===== src/rtl/ysyx_22041412_ifu_pkg.sv =====
// Shared constants and state encodings for the instruction-fetch unit.
package ysyx_22041412_ifu_pkg;

    // Fetch PC after reset
    localparam logic [63:0] IFU_RESET_PC = 64'h0000_0000_8000_0000;

    // Canonical RISC-V nop (addi x0, x0, 0), shown downstream while nothing is valid
    localparam logic [31:0] IFU_NOP = 32'h0000_0013;

    // Fetch FSM states with fixed 2-bit encodings
    typedef enum logic [1:0] {
        S_REQ  = 2'b00,  // presenting a request to instruction memory
        S_WAIT = 2'b01,  // request accepted, waiting for its response
        S_HOLD = 2'b10,  // instruction buffered, waiting for decode
        S_DROP = 2'b11   // stale request outstanding, its response is discarded
    } ifu_state_e;

endpackage


===== src/rtl/ysyx_22041412_pc_reg.sv =====
// Architectural fetch PC register: redirect load takes priority over +4 increment.
module ysyx_22041412_pc_reg
    import ysyx_22041412_ifu_pkg::*;
#(
    parameter int          PC_W     = 64,
    parameter logic [63:0] RESET_PC = IFU_RESET_PC
) (
    input  logic            clk,
    input  logic            rst_n,
    input  logic            load,
    input  logic [PC_W-1:0] load_pc,
    input  logic            inc,
    output logic [PC_W-1:0] pc
);

    // Redirect targets are word aligned; the two low bits are forced to zero.
    logic [PC_W-1:0] load_pc_aligned;
    assign load_pc_aligned = load_pc & ~PC_W'(3);

    // PC update: reset, then redirect load, then sequential increment (wraps naturally)
    always_ff @(posedge clk or negedge rst_n) begin
        if (!rst_n) begin
            pc <= RESET_PC[PC_W-1:0];
        end else if (load) begin
            pc <= load_pc_aligned;
        end else if (inc) begin
            pc <= pc + PC_W'(4);
        end
    end

endmodule


===== src/rtl/ysyx_22041412_ifu.sv =====
// Instruction-fetch stage: one outstanding imem request, single-entry output buffer,
// redirects from execute squash any in-flight or buffered stale instruction.
module ysyx_22041412_ifu
    import ysyx_22041412_ifu_pkg::*;
#(
    parameter logic [63:0] RESET_PC = IFU_RESET_PC,
    parameter int          PC_W     = 64
) (
    input  logic            clk,
    input  logic            rst_n,
    input  logic            redirect_valid,
    input  logic [PC_W-1:0] redirect_pc,
    output logic            imem_req_valid,
    output logic [PC_W-1:0] imem_req_addr,
    input  logic            imem_req_ready,
    input  logic            imem_resp_valid,
    input  logic [31:0]     imem_resp_data,
    output logic            out_valid,
    output logic [31:0]     out_instr,
    output logic [PC_W-1:0] out_pc,
    input  logic            out_ready
);

    ifu_state_e      state;
    ifu_state_e      state_next;
    logic [PC_W-1:0] pc;
    logic            req_fire;
    logic            pc_inc;
    logic            capture;
    logic            consume;

    // The request is gated by rst_n so nothing is presented while reset is held.
    assign imem_req_valid = rst_n && (state == S_REQ);
    assign imem_req_addr  = pc;
    assign req_fire       = imem_req_valid && imem_req_ready;

    // A fresh response is buffered only if no redirect makes it stale this cycle.
    assign capture = (state == S_WAIT) && imem_resp_valid && !redirect_valid;
    assign consume = (state == S_HOLD) && out_ready;
    // Redirect has priority: a same-cycle consume does not also advance the PC.
    assign pc_inc  = consume && !redirect_valid;

    ysyx_22041412_pc_reg #(
        .PC_W     (PC_W),
        .RESET_PC (RESET_PC)
    ) u_pc_reg (
        .clk     (clk),
        .rst_n   (rst_n),
        .load    (redirect_valid),
        .load_pc (redirect_pc),
        .inc     (pc_inc),
        .pc      (pc)
    );

    // FSM state register
    always_ff @(posedge clk or negedge rst_n) begin
        if (!rst_n) begin
            state <= S_REQ;
        end else begin
            state <= state_next;
        end
    end

    // Next-state logic; redirect decides whether an old request is still outstanding
    always_comb begin
        state_next = state;
        case (state)
            S_REQ: begin
                if (req_fire) begin
                    state_next = redirect_valid ? S_DROP : S_WAIT;
                end
            end
            S_WAIT: begin
                if (redirect_valid) begin
                    state_next = imem_resp_valid ? S_REQ : S_DROP;
                end else if (imem_resp_valid) begin
                    state_next = S_HOLD;
                end
            end
            S_HOLD: begin
                if (redirect_valid || out_ready) begin
                    state_next = S_REQ;
                end
            end
            S_DROP: begin
                if (imem_resp_valid) begin
                    state_next = S_REQ;
                end
            end
            default: state_next = S_REQ;
        endcase
    end

    // Output buffer: load on a fresh response, clear on consume or redirect
    always_ff @(posedge clk or negedge rst_n) begin
        if (!rst_n) begin
            out_valid <= 1'b0;
            out_instr <= IFU_NOP;
            out_pc    <= RESET_PC[PC_W-1:0];
        end else if (capture) begin
            out_valid <= 1'b1;
            out_instr <= imem_resp_data;
            out_pc    <= pc;
        end else if (redirect_valid || consume) begin
            out_valid <= 1'b0;
        end
    end

endmodule


===== config.mk =====
export PLATFORM = sky130hd
export DESIGN_NAME = ysyx_22041412_ifu
export DESIGN_NICKNAME = d
export VERILOG_FILES = /design/src/rtl/ysyx_22041412_ifu_pkg.sv /design/src/rtl/ysyx_22041412_pc_reg.sv /design/src/rtl/ysyx_22041412_ifu.sv
export SDC_FILE = /design/constraint.sdc
export NUM_CORES = 1
export LEC_CHECK = 0
export BUFFER_PORTS_ARGS = -buffer_cell sky130_fd_sc_hd__buf_4
export CORE_UTILIZATION = 35
export DETAILED_ROUTE_END_ITERATION = 8
export PLACE_DENSITY_LB_ADDON = 0.15
export SLEW_MARGIN = 20
export SYNTH_ARGS = -nofsm -noshare
export SYNTH_HDL_FRONTEND = slang
export SYNTH_SLANG_ARGS = --single-unit

===== constraint.sdc =====
create_clock -name clk -period 3.5 [get_ports clk]
set_input_delay 1.05 -clock clk [delete_from_list [all_inputs] [get_ports clk]]
set_output_delay 1.05 -clock clk [all_outputs]
set_load 0.005 [all_outputs]

Word-level counts from Yosys, hierarchy flattened
Index checks and enable logic that the tools add are counted.
{ "totals": {"register_bits": 163, "elab_cells": 38, "in_bits": 102} }
{ "classes": {"eq_ne": 7, "mux": 12, "reduce_logical": 13, "add_sub_neg": 1} }
{ "ops": {"columns": ["op", "n"], "rows": [
  ["$mux W64", 2],
  ["$add A64 B3 Y64 const B", 1],
  ["$mux W2", 7],
  ["$pmux W2 S4", 1],
  ["$logic_and A1 B1 Y1", 6],
  ["$eq A2 B2 Y1 const B", 2],
  ["$ne A2 B2 Y1 const B", 2],
  ["$reduce_and A4 Y1", 1],
  ["$reduce_bool A2 Y1", 2],
  ["$ne A3 B3 Y1 const B", 1],
  ["$eq A2 B1 Y1 const B", 1],
  ["$logic_not A2 Y1", 1],
  ["$logic_or A1 B1 Y1", 2],
  ["$mux W1", 2],
  ["$ne A2 B1 Y1 const B", 1],
  ["$logic_not A1 Y1", 1]
]} }

Longest topological paths before layout
Gate-level depths: netlist (run 1).
{ "logic_depth": {"depth_word": 5, "mapped_depth": 7, "ltp_nobuf": 6} }

Modules after synthesis
Synthesis (run 1) repeated with hierarchy kept, for this count alone.
{ "unflattened": {"cells_unflattened": 652, "hier_area_um2": 7619.8} }
{ "by_module_without_submodules": {"columns": ["mod", "area_each_um2", "instances", "cells_each"], "rows": [
  ["ysyx_22041412_ifu", 3906.2, 1, 223],
  ["ysyx_22041412_pc_reg", 3713.6, 1, 429]
]} }

Worst setup path before layout (run 1)
OpenSTA, ideal clock, no wires.
{ "synth_timing": {"path_type": "input port to flip-flop", "from": "input port out_ready", "to": "register u_pc_reg.pc[62]", "slack_ps": 835, "n_path_buf": 0, "t_arrival_ps": 2541, "setup_time_ps": 124, "path_stages": 5, "cell_sequence": "nand3b_1 > nor4_1 > nand4_1 > o31a_1 > o31a_1"} }
{ "synth_between": {"elab_chain_cells": 3} }
{ "synth_lines": {"columns": ["element", "line_no", "rtl"], "rows": [
  ["start, declared", "ysyx_22041412_ifu.sv:21", "input logic out_ready"],
  ["$logic_and A1 B1 Y1", "ysyx_22041412_ifu.sv:39", "assign consume = (state == S_HOLD) && out_ready;"],
  ["$logic_and A1 B1 Y1", "ysyx_22041412_ifu.sv:41", "assign pc_inc = consume && !redirect_valid;"],
  ["$reduce_bool A2 Y1 (no source line)", null, null],
  ["end signal, assigned", "ysyx_22041412_pc_reg.sv:23", "pc <= RESET_PC[PC_W-1:0];"],
  ["end signal, assigned", "ysyx_22041412_pc_reg.sv:25", "pc <= load_pc_aligned;"],
  ["end signal, assigned", "ysyx_22041412_pc_reg.sv:27", "pc <= pc + PC_W'(4);"],
  ["end, declared", "ysyx_22041412_pc_reg.sv:13", "output logic [PC_W-1:0] pc"]
]} }
No other way between the ends.
A chain may end at the register's enable or synchronous reset.

Worst setup path after layout (run 1)
{ "layout_timing": {"from": "register u_pc_reg.pc[10]", "to": "register u_pc_reg.pc[59]"} }
{ "layout_between": {"elab_chain_cells": 3} }
{ "layout_lines": {"columns": ["element", "line_no", "rtl"], "rows": [
  ["$add A64 B3 Y64", "ysyx_22041412_pc_reg.sv:27", null],
  ["$mux W64", "ysyx_22041412_pc_reg.sv:26", "end else if (inc) begin"],
  ["$mux W64", "ysyx_22041412_pc_reg.sv:24", "end else if (load) begin"]
]} }
No other way between the ends. The select of a mux whose other input is x is not followed.

==> flow_metrics.env, run 1 <==
export IMPL_synth_most_common_cell="dfrtp_1"
export IMPL_antenna_left=0
export IMPL_drv_slew=0
export IMPL_cts_buffer_depth=2
export IMPL_fin_setup_tns_ps=0
export IMPL_cp_startpoint="u_pc_reg.pc[10]$_DFFE_PN0N_"
export IMPL_synthFlopType="dfrtp_1"
export IMPL_reg2reg_slack_ps=820
export IMPL_cts_resized=0
export IMPL_via_count=6262
export IMPL_initial_core_util=0.356
export IMPL_dpl_instance_area_sq_um=9710
export IMPL_hold_viol=0
export IMPL_rows=53
export IMPL_overflow=0
export IMPL_critical_path_class="reg2reg"
export IMPL_hp_class="reg2reg"
export IMPL_port_buffers=257
export IMPL_dp_slack_ps=519
export IMPL_maxCapViolations=0
export IMPL_die_w_um=148
export IMPL_cts_buffers=17
export IMPL_setup_violations_final=0
export IMPL_area_growth_pct=38.0
export IMPL_post_cts_buffers=0
export IMPL_place_hpwl_mm=16.2
export IMPL_grt_first_pass_wirelength_mm=34.5
export IMPL_final_fill_count=2004
export IMPL_yosys_register_bits=159
export IMPL_drt_met1_wl_mm=9.71
export IMPL_fmax_mhz=373
export IMPL_skew_ps=6.51
export IMPL_r2r_end="u_pc_reg.pc[59]$_DFFE_PN0N_"
export IMPL_grt_pass1_vias=6226
export IMPL_vias_per_cell=5.16
export IMPL_synth_cell_types=50
export IMPL_critical_path_endpoint_type="flip-flop"
export IMPL_syn_cell_area_sq_um=7470
export IMPL_crit_end="u_pc_reg.pc[59]$_DFFE_PN0N_"
export IMPL_setup_ws_ps=821
export IMPL_place_congestion=0.879
export IMPL_grt_max_degree=75
export IMPL_crit_arrival_ps=3020
export IMPL_synth_top_area_frac=0.516
export IMPL_die_height_um=148
export IMPL_wl_met2_mm=10.2
export IMPL_p_leak_uw=0.00448
export IMPL_drt_total_wl_mm=22.0
export IMPL_finalCritPeriodShare=0.765
export IMPL_top_layer="met4"
export IMPL_drive_above_1_share=0.439
export IMPL_antenna_found_initial=0
export IMPL_synth_area_leader_cell="dfrtp_1"
export IMPL_postSynthCellCount=670
export IMPL_cp_required_ps=3840
export IMPL_r2r_cells=5
export IMPL_seq_area_frac_synth=0.534
export IMPL_synthTopCellsByCount="154 x dfrtp_1, 95 x mux2_2, 68 x nand2_1"
export IMPL_yosys_warnings=0
export IMPL_dieArea_sq_um=21900
export IMPL_met3_length_mm=1.61
export IMPL_finalCriticalPeriod_ps=2680
export IMPL_cts_root_buf="clkbuf_16"
export IMPL_max_slew_worst_pin_slew_ps=947
export IMPL_syn_area_per_cell_sq_um=11.1
export IMPL_status="finished clean"
export IMPL_ctsHoldBuffers=0
export IMPL_rsz0062_at_grt="false"
export IMPL_htreeDepth=4
export IMPL_start_kind="flip-flop"
export IMPL_power_density_nw_per_um2=651
export IMPL_clkLatencyLatePin_ps=420
export IMPL_design_area_sq_um=10300
export IMPL_first_pass_iters=4
export IMPL_timing_rr_start="u_pc_reg.pc[10]$_DFFE_PN0N_"
export IMPL_cp_max_fo=9
export IMPL_ir_worst_vdd_mv=0.299
export IMPL_synth_edf_count=0
export IMPL_antenna_cells=0
export IMPL_cts_tree="yes"
export IMPL_core_area_sq_um=21000
export IMPL_clock_sinks=159
export IMPL_post_route_drc_count=0
export IMPL_wl_per_cell_um=18.2
export IMPL_nets=1028
export IMPL_async_flop_share=1.00
export IMPL_track_usage=0.204
export IMPL_ioPinCount=264
export IMPL_relSlewSlack=0.368
export IMPL_drtIter0Drc=282
export IMPL_cts_clk_slew_worst_paths_ps=70
export IMPL_synth_area_top_cells="dfrtp_1 52%, mux2_2 14%, o21ai_0 3.4%"
layout make-up:
type / count / area, sq um / area share
sequential: 159 / 3990 / 0.387
multi-input combinational: 473 / 3320 / 0.322
timing repair buffer: 270 / 2040 / 0.198
clock buffer: 19 / 443 / 0.0430
tap: 275 / 344 / 0.0334
clock inverter: 13 / 154 / 0.0149
inverter: 4 / 15.0 / 0.00146
sequential cells by signal, summed over array words and instances, names as in the netlist:
signal       count
out_instr       32
u_pc_reg.pc     62
state            2
out_pc          62
out_valid        1
logic make-up after synthesis:
| family | synth area share |
|---|---|
| buffers and inverters | 0.0253 |
| adder cells (fa/ha/maj) | 0.00168 |
| XOR/XNOR | 0.0481 |
| AND/OR/NAND/NOR | 0.182 |
| flip-flops | 0.534 |
| AO/OA/AOI/OAI | 0.0632 |
| multiplexers | 0.146 |
| other | 0.000502 |
how the worst min path moves through the flow:
stage / end / start / cells past startpoint / slack, ps
after floorplan: out_pc[60]$_DFFE_PN0P_ / out_pc[60]$_DFFE_PN0P_ / 1 / 510
after global placement: out_pc[50]$_DFFE_PN0P_ / out_pc[50]$_DFFE_PN0P_ / 1 / 490
after detailed placement: out_instr[5]$_DFFE_PN0P_ / out_instr[5]$_DFFE_PN0P_ / 1 / 500
after CTS: out_instr[9]$_DFFE_PN0P_ / out_instr[9]$_DFFE_PN0P_ / 1 / 510
after global routing: out_pc[32]$_DFFE_PN0P_ / out_pc[32]$_DFFE_PN0P_ / 1 / 520
final: out_instr[9]$_DFFE_PN0P_ / out_instr[9]$_DFFE_PN0P_ / 1 / 510
stage by stage:
step | instances | hold slack (ps) | total power (uW) | util
final | 1213 | 507 | 6710 | 0.492
after global placement | 1181 | 490 | 4840 | 0.463
after CTS | 1213 | 511 | 6800 | 0.492
after global routing | 1213 | 522 | 7090 | 0.492
after floorplan | 673 | 505 | 3600 | -
after detailed placement | 1181 | 496 | 4890 | 0.463
per-layer routing:
metal | GRT usage | vias to the layer above
li1 | - | 2965
met3 | 0.0598 | 34
met5 | 0 | -
met4 | 0.0799 | 0
met2 | 0.316 | 222
met1 | 0.269 | 3041
layout by cell type, fill, tap and decap left out, types with 2 or more instances in the layout:
cell type / n
a221o_1: 2
a22oi_1: 3
a31oi_1: 14
and3_1: 10
and4_1: 9
buf_4: 268
bufinv_16: 2
clkbuf_16: 17
clkinv_4: 3
clkinvlp_4: 4
conb_1: 4
dfrtp_1: 154
dfstp_2: 5
inv_1: 4
inv_6: 3
mux2_2: 95
mux2i_1: 2
nand2_1: 68
nand3_1: 32
nand3b_1: 2
nand4_1: 32
nor2_1: 18
nor2b_1: 6
nor3_1: 12
nor4_1: 21
o21ai_0: 51
o31a_1: 2
o31ai_1: 4
or2_2: 2
or3_1: 14
or4_1: 10
or4_4: 2
xnor2_1: 16
xor2_1: 25
report_power, final:
part | total [uW] | internal [uW] | switching, uW | leakage [uW]
sequential | 2880 | 2470 | 409 | 0.00190
combinational | 1930 | 1290 | 648 | 0.00230
clock | 1890 | 1090 | 804 | 0.000279
total | 6710 | 4840 | 1860 | 0.00448
worst max-delay path, stage by stage, from the launching register on:
cell and delay (ps):
dfrtp_1 460, nand3_1 340, nor4_1 790, nand4_1 430, or3_1 410, a31oi_1 170
(Power assumes the default switching activity.)
==> run 2, diff against run 1 <==
Clock period 3.5 ns to 2.6 ns, I/O delays scaled along.
==> flow_metrics.env, run 2 (same netlist as run 1, synthesis figures left out) <==
export IMPL_post_route_drc_count=0
export IMPL_rows=53
export IMPL_power_density_nw_per_um2=862
export IMPL_track_usage=0.214
export IMPL_design_area_sq_um=10700
export IMPL_status="finished clean"
export IMPL_hp_class="in2async"
export IMPL_vias_per_cell=5.17
export IMPL_cts_clk_slew_worst_paths_ps=70
export IMPL_timing_rr_start="u_pc_reg.pc[2]$_DFFE_PN0N_"
export IMPL_dieArea_sq_um=21900
export IMPL_fmax_mhz=416
export IMPL_relSlewSlack=0.494
export IMPL_place_hpwl_mm=17.3
export IMPL_layout_common_cells="322 x buf_4, 154 x dfrtp_1, 95 x mux2_2, 68 x nand2_1, 51 x o21ai_0"
export IMPL_die_height_um=148
export IMPL_place_congestion=0.877
export IMPL_p_leak_uw=0.00477
export IMPL_grt_max_degree=65
export IMPL_nets=1082
export IMPL_fin_setup_tns_ps=0
export IMPL_clkPwrFrac=0.291
export IMPL_overflow=0
export IMPL_die_w_um=148
export IMPL_hold_viol=0
export IMPL_antenna_found_initial=0
export IMPL_antenna_left=0
export IMPL_port_buffers=257
export IMPL_grt_first_pass_wirelength_mm=36.1
export IMPL_htreeDepth=4
export IMPL_critical_path_endpoint_type="flip-flop"
export IMPL_setup_violations_final=0
export IMPL_p_sw_uw=2580
export IMPL_skew_ps=12.8
export IMPL_area_growth_pct=43.8
export IMPL_cp_required_ps=2960
export IMPL_crit_top_cell="or4_4"
export IMPL_drv_slew=0
export IMPL_dpl_instance_area_sq_um=10100
export IMPL_r2r_cells=6
export IMPL_antenna_cells=0
export IMPL_crit_chain="ha_1 > nand3_1 > or4_4 > or4_4 > or4_1 > a31oi_1"
export IMPL_reg2reg_slack_ps=200
export IMPL_first_pass_iters=5
export IMPL_cts_buffer_depth=2
export IMPL_max_slew_worst_pin_slew_ps=759
export IMPL_drtIter0Drc=349
export IMPL_wl_per_cell_um=18.1
export IMPL_cts_root_buf="clkbuf_16"
export IMPL_power_frac_comb=0.297
export IMPL_start_kind="flip-flop"
export IMPL_p_int_uw=6680
export IMPL_top_regs="out_pc (62), u_pc_reg.pc (62), out_instr (32)"
export IMPL_r2r_end="u_pc_reg.pc[56]$_DFFE_PN0N_"
export IMPL_ctsHoldBuffers=0
export IMPL_p_sw_frac=0.279
export IMPL_finalCriticalPeriod_ps=2400
export IMPL_drive_above_1_share=0.471
export IMPL_drt_total_wl_mm=22.9
export IMPL_ir_worst_vdd_mv=0.478
export IMPL_cts_resized=0
export IMPL_grt_pass1_vias=6465
export IMPL_core_area_sq_um=21000
export IMPL_crit_arrival_ps=2760
export IMPL_slowest_stage="or4_4"
export IMPL_cp_max_fo=4
export IMPL_ioPinCount=264
export IMPL_clock_sinks=159
export IMPL_finalCritPeriodShare=0.925
export IMPL_initial_core_util=0.356
export IMPL_cts_tree="yes"
export IMPL_slowest_delay_ps=550
export IMPL_cts_buffers=17
export IMPL_p_seq_frac=0.412
export IMPL_rsz0062_at_grt="false"
export IMPL_critical_path_class="reg2reg"
export IMPL_post_cts_buffers=0
export IMPL_via_count=6550
export IMPL_layout_commonest_cell="buf_4"
export IMPL_clkLatencyLatePin_ps=440
export IMPL_maxCapViolations=0
## run 2: cell types whose count changed in the layout (fill, tap and decap cells not counted), moves of 2 or more
cell        previous run  this run
buf_4                268       322
inv_8                  1         4
clkinv_4               3         1
clkinvlp_4             4         2
## run 2: worst max-delay path by stage
| stage | start | to | slack [ps] | cells past startpoint |
|---|---|---|---|---|
| floorplan | out_ready | u_pc_reg.pc[62]$_DFFE_PN0N_ | 200 | 5 |
| global placement | out_ready | u_pc_reg.pc[52]$_DFFE_PN0N_ | 180 | 7 |
| detailed placement | out_ready | u_pc_reg.pc[62]$_DFFE_PN0N_ | 170 | 8 |
| CTS | u_pc_reg.pc[2]$_DFFE_PN0N_ | u_pc_reg.pc[56]$_DFFE_PN0N_ | 200 | 6 |
| global route | u_pc_reg.pc[2]$_DFFE_PN0N_ | u_pc_reg.pc[56]$_DFFE_PN0N_ | 80 | 6 |
| finish | u_pc_reg.pc[2]$_DFFE_PN0N_ | u_pc_reg.pc[56]$_DFFE_PN0N_ | 200 | 6 |
## run 2: metrics by stage
| stage | power [uW] | std cells | utilization | setup slack [ps] | hold WS [ps] |
|---|---|---|---|---|---|
| global route | 9780 | 1267 | 0.512 | 77.3 | 349 |
| floorplan | 4840 | 673 | - | 205 | 484 |
| finish | 9250 | 1267 | 0.512 | 195 | 336 |
| CTS | 9390 | 1267 | 0.512 | 201 | 335 |
| global placement | 6600 | 1235 | 0.483 | 179 | 491 |
| detailed placement | 6660 | 1235 | 0.483 | 167 | 497 |
## run 2: layout make-up
cell class	count	area [sq um]
clock inverter	15	199
multi-input combinational	473	3320
fill	1982	10200
timing repair buffer	324	2450
clock buffer	17	425
inverter	4	15.0
tap	275	344
sequential	159	3990
## run 2: metal layers
| metal | routed length [um] | part of all wire | track usage | up-vias |
|---|---|---|---|---|
| met2 | 10800 | 0.47 | 0.337 | 262 |
| met1 | 9750 | 0.43 | 0.280 | 3168 |
| met5 | 0 | 0 | 0 | - |
| met4 | 531 | 0.023 | 0.0753 | 0 |
| li1 | - | - | - | 3080 |
| met3 | 1880 | 0.082 | 0.0632 | 40 |
## run 2: power by group through the flow
stage | sequential, uW | clock [uW] | combinational (uW)
global route | 3950 | 2860 | 2980
finish | 3810 | 2690 | 2750
floorplan | 3910 | 0 | 930
CTS | 3830 | 2760 | 2800
global placement | 3840 | 0 | 2760
detailed placement | 3870 | 0 | 2800
## run 2: worst max-delay path, delay by kind of cell, from the launching register on
| kind | cells | cell delay [ps] |
|---|---|---|
| flip-flops | 1 | 360 |
| AND/OR/NAND/NOR | 4 | 1600 |
| adder cells (fa/ha/maj) | 1 | 210 |
| AO/OA/AOI/OAI | 1 | 170 |
==> run 3, diff against run 2 <==
Settings changed: GPL_TIMING_DRIVEN set to 0, SLEW_MARGIN 20 to unset.
==> flow_metrics.env, run 3 (same netlist as run 1, synthesis figures left out) <==
export IMPL_status="finished clean"
export IMPL_grt_pass1_vias=6163
export IMPL_ir_worst_vdd_mv=0.426
export IMPL_rows=53
export IMPL_cp_required_ps=2940
export IMPL_first_pass_iters=5
export IMPL_crit_end="u_pc_reg.pc[57]$_DFFE_PN0N_"
export IMPL_relSlewSlack=0.547
export IMPL_final_core_util=0.506
export IMPL_power_density_nw_per_um2=862
export IMPL_place_congestion=0.890
export IMPL_hold_viol=0
export IMPL_drtIter0Drc=405
export IMPL_critical_path_class="reg2reg"
export IMPL_clock_sinks=159
export IMPL_top_regs="out_pc (62), u_pc_reg.pc (62), out_instr (32)"
export IMPL_r2r_cells=5
export IMPL_post_route_drc_count=0
export IMPL_hp_class="in2async"
export IMPL_cts_clk_slew_worst_paths_ps=70
export IMPL_antenna_found_initial=0
export IMPL_p_leak_uw=0.00461
export IMPL_htreeDepth=4
export IMPL_grt_max_degree=76
export IMPL_core_area_sq_um=21000
export IMPL_dieArea_sq_um=21900
export IMPL_antenna_left=0
export IMPL_timing_rr_start="state[0]$_DFFE_PN0P_"
export IMPL_cts_buffer_depth=2
export IMPL_clkLatencyLatePin_ps=420
export IMPL_fin_setup_tns_ps=0
export IMPL_drive_above_1_share=0.447
export IMPL_nets=1059
export IMPL_cts_root_buf="clkbuf_16"
export IMPL_final_fill_count=1980
export IMPL_max_slew_worst_pin_slew_ps=674
export IMPL_vias_per_cell=5.21
export IMPL_rsz0062_at_grt="true"
export IMPL_critical_path_endpoint_type="flip-flop"
export IMPL_cp_max_fo=7
export IMPL_cts_tree="yes"
export IMPL_layout_commonest_cell="buf_4"
export IMPL_area_growth_pct=42.0
export IMPL_die_height_um=148
export IMPL_finalCriticalPeriod_ps=2520
export IMPL_reg2reg_slack_ps=80
export IMPL_place_hpwl_mm=17.3
export IMPL_start_kind="flip-flop"
export IMPL_drt_total_wl_mm=23.7
export IMPL_drv_slew=0
export IMPL_finalCritPeriodShare=0.970
export IMPL_wl_per_cell_um=19.1
export IMPL_r2r_end="u_pc_reg.pc[57]$_DFFE_PN0N_"
export IMPL_stdcell_count=1244
export IMPL_finalPower_uw=9140
export IMPL_layout_common_cells="265 x buf_4, 152 x dfrtp_1, 95 x mux2_2, 68 x nand2_1, 51 x o21ai_0"
export IMPL_fmax_mhz=396
export IMPL_cts_buffers=17
export IMPL_overflow=0
export IMPL_port_buffers=257
export IMPL_crit_arrival_ps=2870
export IMPL_initial_core_util=0.356
export IMPL_track_usage=0.217
export IMPL_dp_cells=1206
export IMPL_skew_ps=7.85
export IMPL_grt_first_pass_wirelength_mm=36.1
export IMPL_antenna_cells=0
export IMPL_ioPinCount=264
export IMPL_setup_violations_final=0
export IMPL_maxCapViolations=0
export IMPL_die_w_um=148
export IMPL_cp_startpoint="state[0]$_DFFE_PN0P_"
export IMPL_via_count=6487
run 3: layout make-up:
| type | instances | area (sq um) | area share |
|---|---|---|---|
| plain buffers | 37 | 183 | 0.0172 |
| flip-flops and latches | 159 | 3990 | 0.376 |
| inverters | 4 | 15.0 | 0.00142 |
| well taps | 275 | 344 | 0.0324 |
| clock buffers | 19 | 453 | 0.0427 |
| multi-input cells | 473 | 3400 | 0.321 |
| repair buffers | 264 | 2060 | 0.195 |
| clock inverters | 13 | 154 | 0.0145 |
run 3: critical path, stage by stage (launching register included):
cell      delay [ps]
dfrtp_1          450
nand3b_1         470
nor3_2           590
nand3_1          360
or3_1            430
a31oi_1          160
run 3: routing by layer:
metal,global-route usage,wire length (um)
met1,0.297,10200
met2,0.342,11400
met3,0.0558,1790
met4,0.0536,277
met5,0,0
run 3: report_power, final:
part / internal [uW] / leakage (uW) / switching (uW)
clock: 1490 / 0.000285 / 1100
combinational: 1770 / 0.00243 / 915
sequential: 3330 / 0.00190 / 545
total: 6580 / 0.00461 / 2560
run 3: per-stage QoR:
stage	setup slack, ps	hold WS, ps	cell area, sq um
final	77.1	208	10600
after detailed placement	-686	496	9790
after floorplan	205	484	7480
after CTS	-54.3	253	10500
after global placement	-1190	490	9750
after global routing	-13.1	210	10600
run 3: what timing repair did:
action,CTS,global route
pin swaps,1,2
resized for setup,10,22
cloned,1,1
hold buffers,0,0
buffers inserted,1,3
setup endpoints to repair,58,40
run 3: worst min-delay path by stage:
stage                             start                          end  depth (start not counted)
6_report                          rst_n   u_pc_reg.pc[8]$_DFFE_PN0N_                          1
5_1_grt                           rst_n  u_pc_reg.pc[17]$_DFFE_PN0N_                          1
4_1_cts                           rst_n       out_pc[36]$_DFFE_PN0P_                          1
3_5_place_dp      out_pc[4]$_DFFE_PN0P_        out_pc[4]$_DFFE_PN0P_                          1
3_3_place_gp   out_instr[5]$_DFFE_PN0P_     out_instr[5]$_DFFE_PN0P_                          1
2_1_floorplan                     rst_n    out_instr[10]$_DFFE_PN0P_                          0
